==> src/rtl/cpu_pkg.sv <==
// rtl/cpu_pkg.sv - shared opcodes, bubble word and fetch-state enum for the 16-bit core
package cpu_pkg;

  localparam logic [3:0]  OP_B      = 4'hC;
  localparam logic [3:0]  OP_BR     = 4'hD;
  localparam logic [3:0]  OP_PCS    = 4'hE;
  localparam logic [3:0]  OP_HLT    = 4'hF;
  localparam logic [15:0] NOP_INSTR = 16'h0000;

  typedef enum logic [1:0] {
    RUN       = 2'd0,
    HALT_PEND = 2'd1,
    HALTED    = 2'd2
  } fetch_state_e;

  function automatic logic [15:0] pc_inc(input logic [15:0] pc);
    return pc + 16'd2;
  endfunction

endpackage

==> src/rtl/if_stage_if.sv <==
// rtl/if_stage_if.sv - fetch-stage bus: instruction memory, hazard/branch inputs, IF/ID outputs
interface if_stage_if;

  logic [15:0] imem_addr;
  logic [15:0] imem_data;
  logic        stall;
  logic        flush;
  logic [15:0] branch_target;
  logic [15:0] if_id_instr;
  logic [15:0] if_id_pc_plus2;
  logic        if_id_valid;
  logic        halted;

  modport master (
    output imem_addr, if_id_instr, if_id_pc_plus2, if_id_valid, halted,
    input  imem_data, stall, flush, branch_target
  );

  modport slave (
    input  imem_addr, if_id_instr, if_id_pc_plus2, if_id_valid, halted,
    output imem_data, stall, flush, branch_target
  );

endinterface

==> src/rtl/halt_ctrl.sv <==
// rtl/halt_ctrl.sv - halt FSM and drain counter for the fetch stage
module halt_ctrl
  import cpu_pkg::*;
#(
  parameter int unsigned DRAIN_CYCLES = 3
) (
  input  logic clk,
  input  logic rst_n,
  input  logic hlt_captured,
  input  logic flush,
  input  logic stall,
  output logic pc_freeze,
  output logic inject_bubble,
  output logic halted
);

  localparam logic [3:0] DRAIN_LOAD = 4'(DRAIN_CYCLES);

  fetch_state_e state_q, state_d;
  logic [3:0]   cnt_q, cnt_d;

  always_ff @(posedge clk or negedge rst_n) begin
    if (!rst_n) begin
      state_q <= RUN;
      cnt_q   <= 4'd0;
    end else begin
      state_q <= state_d;
      cnt_q   <= cnt_d;
    end
  end

  always_comb begin
    state_d = state_q;
    cnt_d   = cnt_q;
    unique case (state_q)
      RUN: begin
        if (hlt_captured) begin
          state_d = HALT_PEND;
          cnt_d   = DRAIN_LOAD;
        end
      end
      HALT_PEND: begin
        // A flush means the HLT was speculative; drop it and resume fetching.
        if (flush) begin
          state_d = RUN;
          cnt_d   = 4'd0;
        end else if (!stall) begin
          cnt_d = cnt_q - 4'd1;
          if (cnt_q == 4'd1) state_d = HALTED;
        end
      end
      HALTED: ;
      default: begin
        state_d = RUN;
        cnt_d   = 4'd0;
      end
    endcase
  end

  assign pc_freeze     = (state_q != RUN);
  assign inject_bubble = (state_q == HALTED) || ((state_q == HALT_PEND) && !stall);
  assign halted        = (state_q == HALTED);

endmodule

==> src/rtl/if_stage.sv <==
// rtl/if_stage.sv - instruction fetch: PC, IF/ID register, redirect, stall and halt handling
module if_stage
  import cpu_pkg::*;
#(
  parameter logic [15:0] RESET_PC     = 16'h0000,
  parameter int unsigned DRAIN_CYCLES = 3
) (
  input  logic          clk,
  input  logic          rst_n,
  if_stage_if.master    bus
);

  logic [15:0] pc_q, pc_d;
  logic [15:0] instr_q, instr_d;
  logic [15:0] pc_plus2_q, pc_plus2_d;
  logic        valid_q, valid_d;

  logic pc_freeze, inject_bubble, halted;
  logic hlt_captured;

  // Only a normal advance in RUN can capture a HLT; flush or stall discards it.
  assign hlt_captured = !pc_freeze && !bus.flush && !bus.stall &&
                        (bus.imem_data[15:12] == OP_HLT);

  halt_ctrl #(.DRAIN_CYCLES(DRAIN_CYCLES)) u_halt_ctrl (
    .clk           (clk),
    .rst_n         (rst_n),
    .hlt_captured  (hlt_captured),
    .flush         (bus.flush),
    .stall         (bus.stall),
    .pc_freeze     (pc_freeze),
    .inject_bubble (inject_bubble),
    .halted        (halted)
  );

  always_ff @(posedge clk or negedge rst_n) begin
    if (!rst_n) begin
      pc_q       <= RESET_PC;
      instr_q    <= NOP_INSTR;
      pc_plus2_q <= 16'h0000;
      valid_q    <= 1'b0;
    end else begin
      pc_q       <= pc_d;
      instr_q    <= instr_d;
      pc_plus2_q <= pc_plus2_d;
      valid_q    <= valid_d;
    end
  end

  always_comb begin
    pc_d       = pc_q;
    instr_d    = instr_q;
    pc_plus2_d = pc_plus2_q;
    valid_d    = valid_q;
    if (bus.flush && !halted) begin
      pc_d       = bus.branch_target & 16'hFFFE;
      instr_d    = NOP_INSTR;
      pc_plus2_d = 16'h0000;
      valid_d    = 1'b0;
    end else if (pc_freeze) begin
      if (inject_bubble) begin
        instr_d    = NOP_INSTR;
        pc_plus2_d = 16'h0000;
        valid_d    = 1'b0;
      end
    end else if (!bus.stall) begin
      pc_d       = pc_inc(pc_q);
      instr_d    = bus.imem_data;
      pc_plus2_d = pc_inc(pc_q);
      valid_d    = 1'b1;
    end
  end

  assign bus.imem_addr      = pc_q;
  assign bus.if_id_instr    = instr_q;
  assign bus.if_id_pc_plus2 = pc_plus2_q;
  assign bus.if_id_valid    = valid_q;
  assign bus.halted         = halted;

endmodule

==> src/flat_wrapper.sv <==
// flat-port wrapper written by rule: the top's interface ports become plain ports
module if_stage_flat import cpu_pkg::*;
#(
  parameter logic [15:0] RESET_PC     = 16'h0000,
  parameter int unsigned DRAIN_CYCLES = 3
)
  (clk, rst_n, bus_imem_addr, bus_if_id_instr, bus_if_id_pc_plus2, bus_if_id_valid, bus_halted, bus_imem_data, bus_stall, bus_flush, bus_branch_target);
  if_stage_if bus_i ();
  input  logic clk;
  input  logic rst_n;
  output wire logic [$bits(bus_i.imem_addr)-1:0] bus_imem_addr;
  output wire logic [$bits(bus_i.if_id_instr)-1:0] bus_if_id_instr;
  output wire logic [$bits(bus_i.if_id_pc_plus2)-1:0] bus_if_id_pc_plus2;
  output wire logic [$bits(bus_i.if_id_valid)-1:0] bus_if_id_valid;
  output wire logic [$bits(bus_i.halted)-1:0] bus_halted;
  input wire logic [$bits(bus_i.imem_data)-1:0] bus_imem_data;
  input wire logic [$bits(bus_i.stall)-1:0] bus_stall;
  input wire logic [$bits(bus_i.flush)-1:0] bus_flush;
  input wire logic [$bits(bus_i.branch_target)-1:0] bus_branch_target;
  assign bus_imem_addr = bus_i.imem_addr;
  assign bus_if_id_instr = bus_i.if_id_instr;
  assign bus_if_id_pc_plus2 = bus_i.if_id_pc_plus2;
  assign bus_if_id_valid = bus_i.if_id_valid;
  assign bus_halted = bus_i.halted;
  assign bus_i.imem_data = bus_imem_data;
  assign bus_i.stall = bus_stall;
  assign bus_i.flush = bus_flush;
  assign bus_i.branch_target = bus_branch_target;
  if_stage #(.RESET_PC(RESET_PC), .DRAIN_CYCLES(DRAIN_CYCLES)) u_core (.clk(clk), .rst_n(rst_n), .bus(bus_i));
endmodule
==> config.mk <==
export PLATFORM = sky130hd
export DESIGN_NAME = if_stage_flat
export DESIGN_NICKNAME = d
export VERILOG_FILES = /design/src/rtl/cpu_pkg.sv /design/src/rtl/if_stage_if.sv /design/src/rtl/halt_ctrl.sv /design/src/rtl/if_stage.sv /design/src/flat_wrapper.sv
export SDC_FILE = /design/constraint.sdc
export NUM_CORES = 1
export LEC_CHECK = 0
export BUFFER_PORTS_ARGS = -buffer_cell sky130_fd_sc_hd__buf_2
export CAP_MARGIN = 40
export CORE_MARGIN = 3
export CORE_UTILIZATION = 45
export DETAILED_ROUTE_END_ITERATION = 7
export PLACE_DENSITY = 0.72
export SYNTH_ARGS = -nofsm -noshare
export SYNTH_HDL_FRONTEND = slang
export SYNTH_SLANG_ARGS = --single-unit
==> constraint.sdc <==
create_clock -name clk -period 3.6 [get_ports clk]
set_input_delay 0.18 -clock clk [delete_from_list [all_inputs] [get_ports clk]]
set_output_delay 0.18 -clock clk [all_outputs]
set_load 0.1 [all_outputs]
==> run summary <==
Port Buffers -> 83
Vias -> 2270
Root Buffer Master -> clkbuf_8
max-cap violations -> 0
Nets -> 388
Syn. warnings -> 0
combinational share of power -> 0.365
gr usage total -> 0.205
Yosys top cell by area -> dfrtp_1
failing checks -> hold timing
CP Max Fanout -> 7
Sink Count -> 54
post-route ant nets -> 0
row cnt -> 26
Post-Syn Area -> 2570 µm²
sequential share of power -> 0.386
# IOs -> 86
DP Wirelength -> 4610 µm
Synth cell types -> 44
H-tree levels -> 2
CP Launch Type -> register
Max Buffers Root-to-Sink -> 2
outcome -> finished, violations left
clock share of power -> 0.250
switch share -> 0.445
synth top area cells -> dfrtp_1, nand2_1, o21ai_0
most frequent cells in the layout -> buf_2, dfrtp_1, nand2_1
post-CTS sizing -> 0
HP Class -> input pin to asynchronous set/reset pin
Final min period -> 1.98 ns
Max Freq -> 0.506 GHz
Final period util -> 0.549
peak supply drop -> 0.508 mV
Pwr Density -> 628 nW/µm²
Starting Density -> 0.486
Area Overhead vs Synth -> 23.6%
GPL Wtd Cong -> 0.803
Final Skew -> 0.00741 ns
drt via density -> 5.40
first-pass GRT wire length -> 10600 µm
Overflow after GRT -> 0
Most used DFF post-synth -> dfrtp_1
drt first pass iters -> 4
Hold Slack -> -0.0211 ns
Setup-failing EPs final -> 0
FILL cells -> 484
worst-skew pair later-pin latency -> 0.31 ns
Post-CTS Setup Inserts -> 0
endpoints failing hold -> 19
1st-iter DRT viols -> 172
EDFF count, synth -> 0
total wire length -> 6380 µm
Setup crit end kind -> register
leakage power -> 1.61 nW
CTS tree -> built
P_sw -> 0.000889 W
hold_buf cts -> 0
Power Internal -> 0.00111 W
WS Path Type -> register to register
Syn Nets -> 313
Syn Area/Cell -> 9.40 µm²
pin count of the biggest net entering global routing -> 55
sequential fraction of the synthesis area -> 0.525
commonest non-fill, non-tap cell in the layout -> buf_2
number of buffers created by CTS -> 5
Gate Count Post-Synth -> 274
vias in the first global route -> 2141
Clock transition at path regs -> 0.10 ns
Setup TNS -> 0 ns
initial antenna violation count -> 0
Req. time, crit path -> 3.81 ns
Die ar. -> 6670 µm²
post-route DRC violation count -> 0
post-synth top area share -> 0.525
worst slew pin tran -> 0.885 ns
max-slew violation count -> 0
number of antenna diodes -> 0
Data arrival, critical path -> 2.18 ns
core footprint -> 5300 µm²
Die Width -> 81.6 µm
Synth Register Bits -> 54
Die Height -> 81.6 µm
Slew headroom -> 0.409
layout cells sized above 1 -> 0.291
FFs w/ async S/R, synth -> 1.00
DR WL/cell -> 15.2 µm
unrepaired setup endpoints after global routing -> false
==> state kept, by name (all words and copies together) (netlist names) <==
name,count
u_core.bus.if_id_instr,16
u_core.bus.imem_addr,15
u_core.bus.if_id_valid,1
u_core.u_halt_ctrl.cnt_q,4
u_core.bus.if_id_pc_plus2,16
u_core.u_halt_ctrl.state_q,2
==> path summary, 6_finish.rpt <==
check / start / end / slack [ns] / cells after the start
hold / removal: rst_n / u_core.bus.if_id_instr[8]$_DFFE_PN0P_ / -0.02 / 2
min in group clk: bus_branch_target[10] / u_core.bus.imem_addr[10]$_DFFE_PN0P_ / 0.09 / 2
max in group asynchronous: rst_n / u_core.u_halt_ctrl.cnt_q[0]$_DFFE_PN0P_ / 3.15 / 2
hold reg to reg: u_core.bus.if_id_pc_plus2[3]$_DFFE_PN0P_ / u_core.bus.if_id_pc_plus2[3]$_DFFE_PN0P_ / 0.48 / 2
setup / recovery: u_core.bus.imem_addr[1]$_DFFE_PN0P_ / u_core.bus.imem_addr[13]$_DFFE_PN0P_ / 1.62 / 6
setup reg to reg: u_core.bus.imem_addr[1]$_DFFE_PN0P_ / u_core.bus.imem_addr[13]$_DFFE_PN0P_ / 1.62 / 6
==> power by group through the flow <==
stage | logic [W] | clock network (W) | registers (W)
after floorplan | 0.000180 | 0 | 0.00118
after global routing | 0.000766 | 0.000534 | 0.000782
after global placement | 0.000721 | 0 | 0.000774
final | 0.000729 | 0.000499 | 0.000771
after detailed placement | 0.000733 | 0 | 0.000779
after CTS | 0.000733 | 0.000512 | 0.000768
==> Yosys cell counts (3+ instances only) <==
cell,n
a21o_1,7
ha_1,3
xnor2_1,8
nand3_1,8
nor3_1,8
nand4_1,3
dfrtp_1,54
o21ai_0,30
xor2_1,4
clkbuf_1,10
nor2_1,18
nor4_1,4
nand2_1,53
inv_1,9
a221o_1,8
a21oi_1,7
buf_2,7
==> cell families after synthesis <==
family,after synthesis,share of synthesized area
AOI/OAI and AO/OA,68,0.172
xor gates and xnor gates,12,0.0408
adders and majority gates,3,0.0146
buffers and inverters,28,0.0486
DFF,54,0.525
muxes,2,0.00777
other,1,0.00146
and+or+nand+nor,106,0.190
==> area by class of cell <==
class                   count  area [µm²]  share of cell area
inverters                   9        33.8              0.0106
well taps                  70        87.6              0.0275
repair buffers             87         462               0.145
clock buffers               6        82.6              0.0259
flip-flops and latches     54        1350               0.425
multi-input cells         192        1110               0.347
clock inverters             2        60.1              0.0189
==> stage by stage <==
step                      cell area (µm²)  total power (W)  utilization  std cells  worst slack, ns
final                                3180          0.00200        0.600        420             1.62
after global routing                 3180          0.00208        0.600        420             1.53
after CTS                            3180          0.00201        0.600        420             1.65
after detailed placement             3040          0.00151        0.573        412             1.68
after global placement               3010          0.00150        0.567        410             1.68
after floorplan                      2570          0.00136            -        274             1.16
==> per-layer routing <==
metal,GRT usage,vias to the layer above,share of wire
met3,0.0493,7,0.068
li1,-,1098,-
met2,0.307,70,0.46
met4,0.0714,0,0.012
met1,0.291,1095,0.46
met5,0,-,0
==> critical path, stage by stage (launching register included) <==
cell	delay, ns
dfrtp_1	0.48
ha_1	0.39
nand2_1	0.15
nor4_1	0.35
xnor2_1	0.17
nor2_1	0.08
a221o_1	0.26
Note: power is estimated with default switching activity, not from simulation.
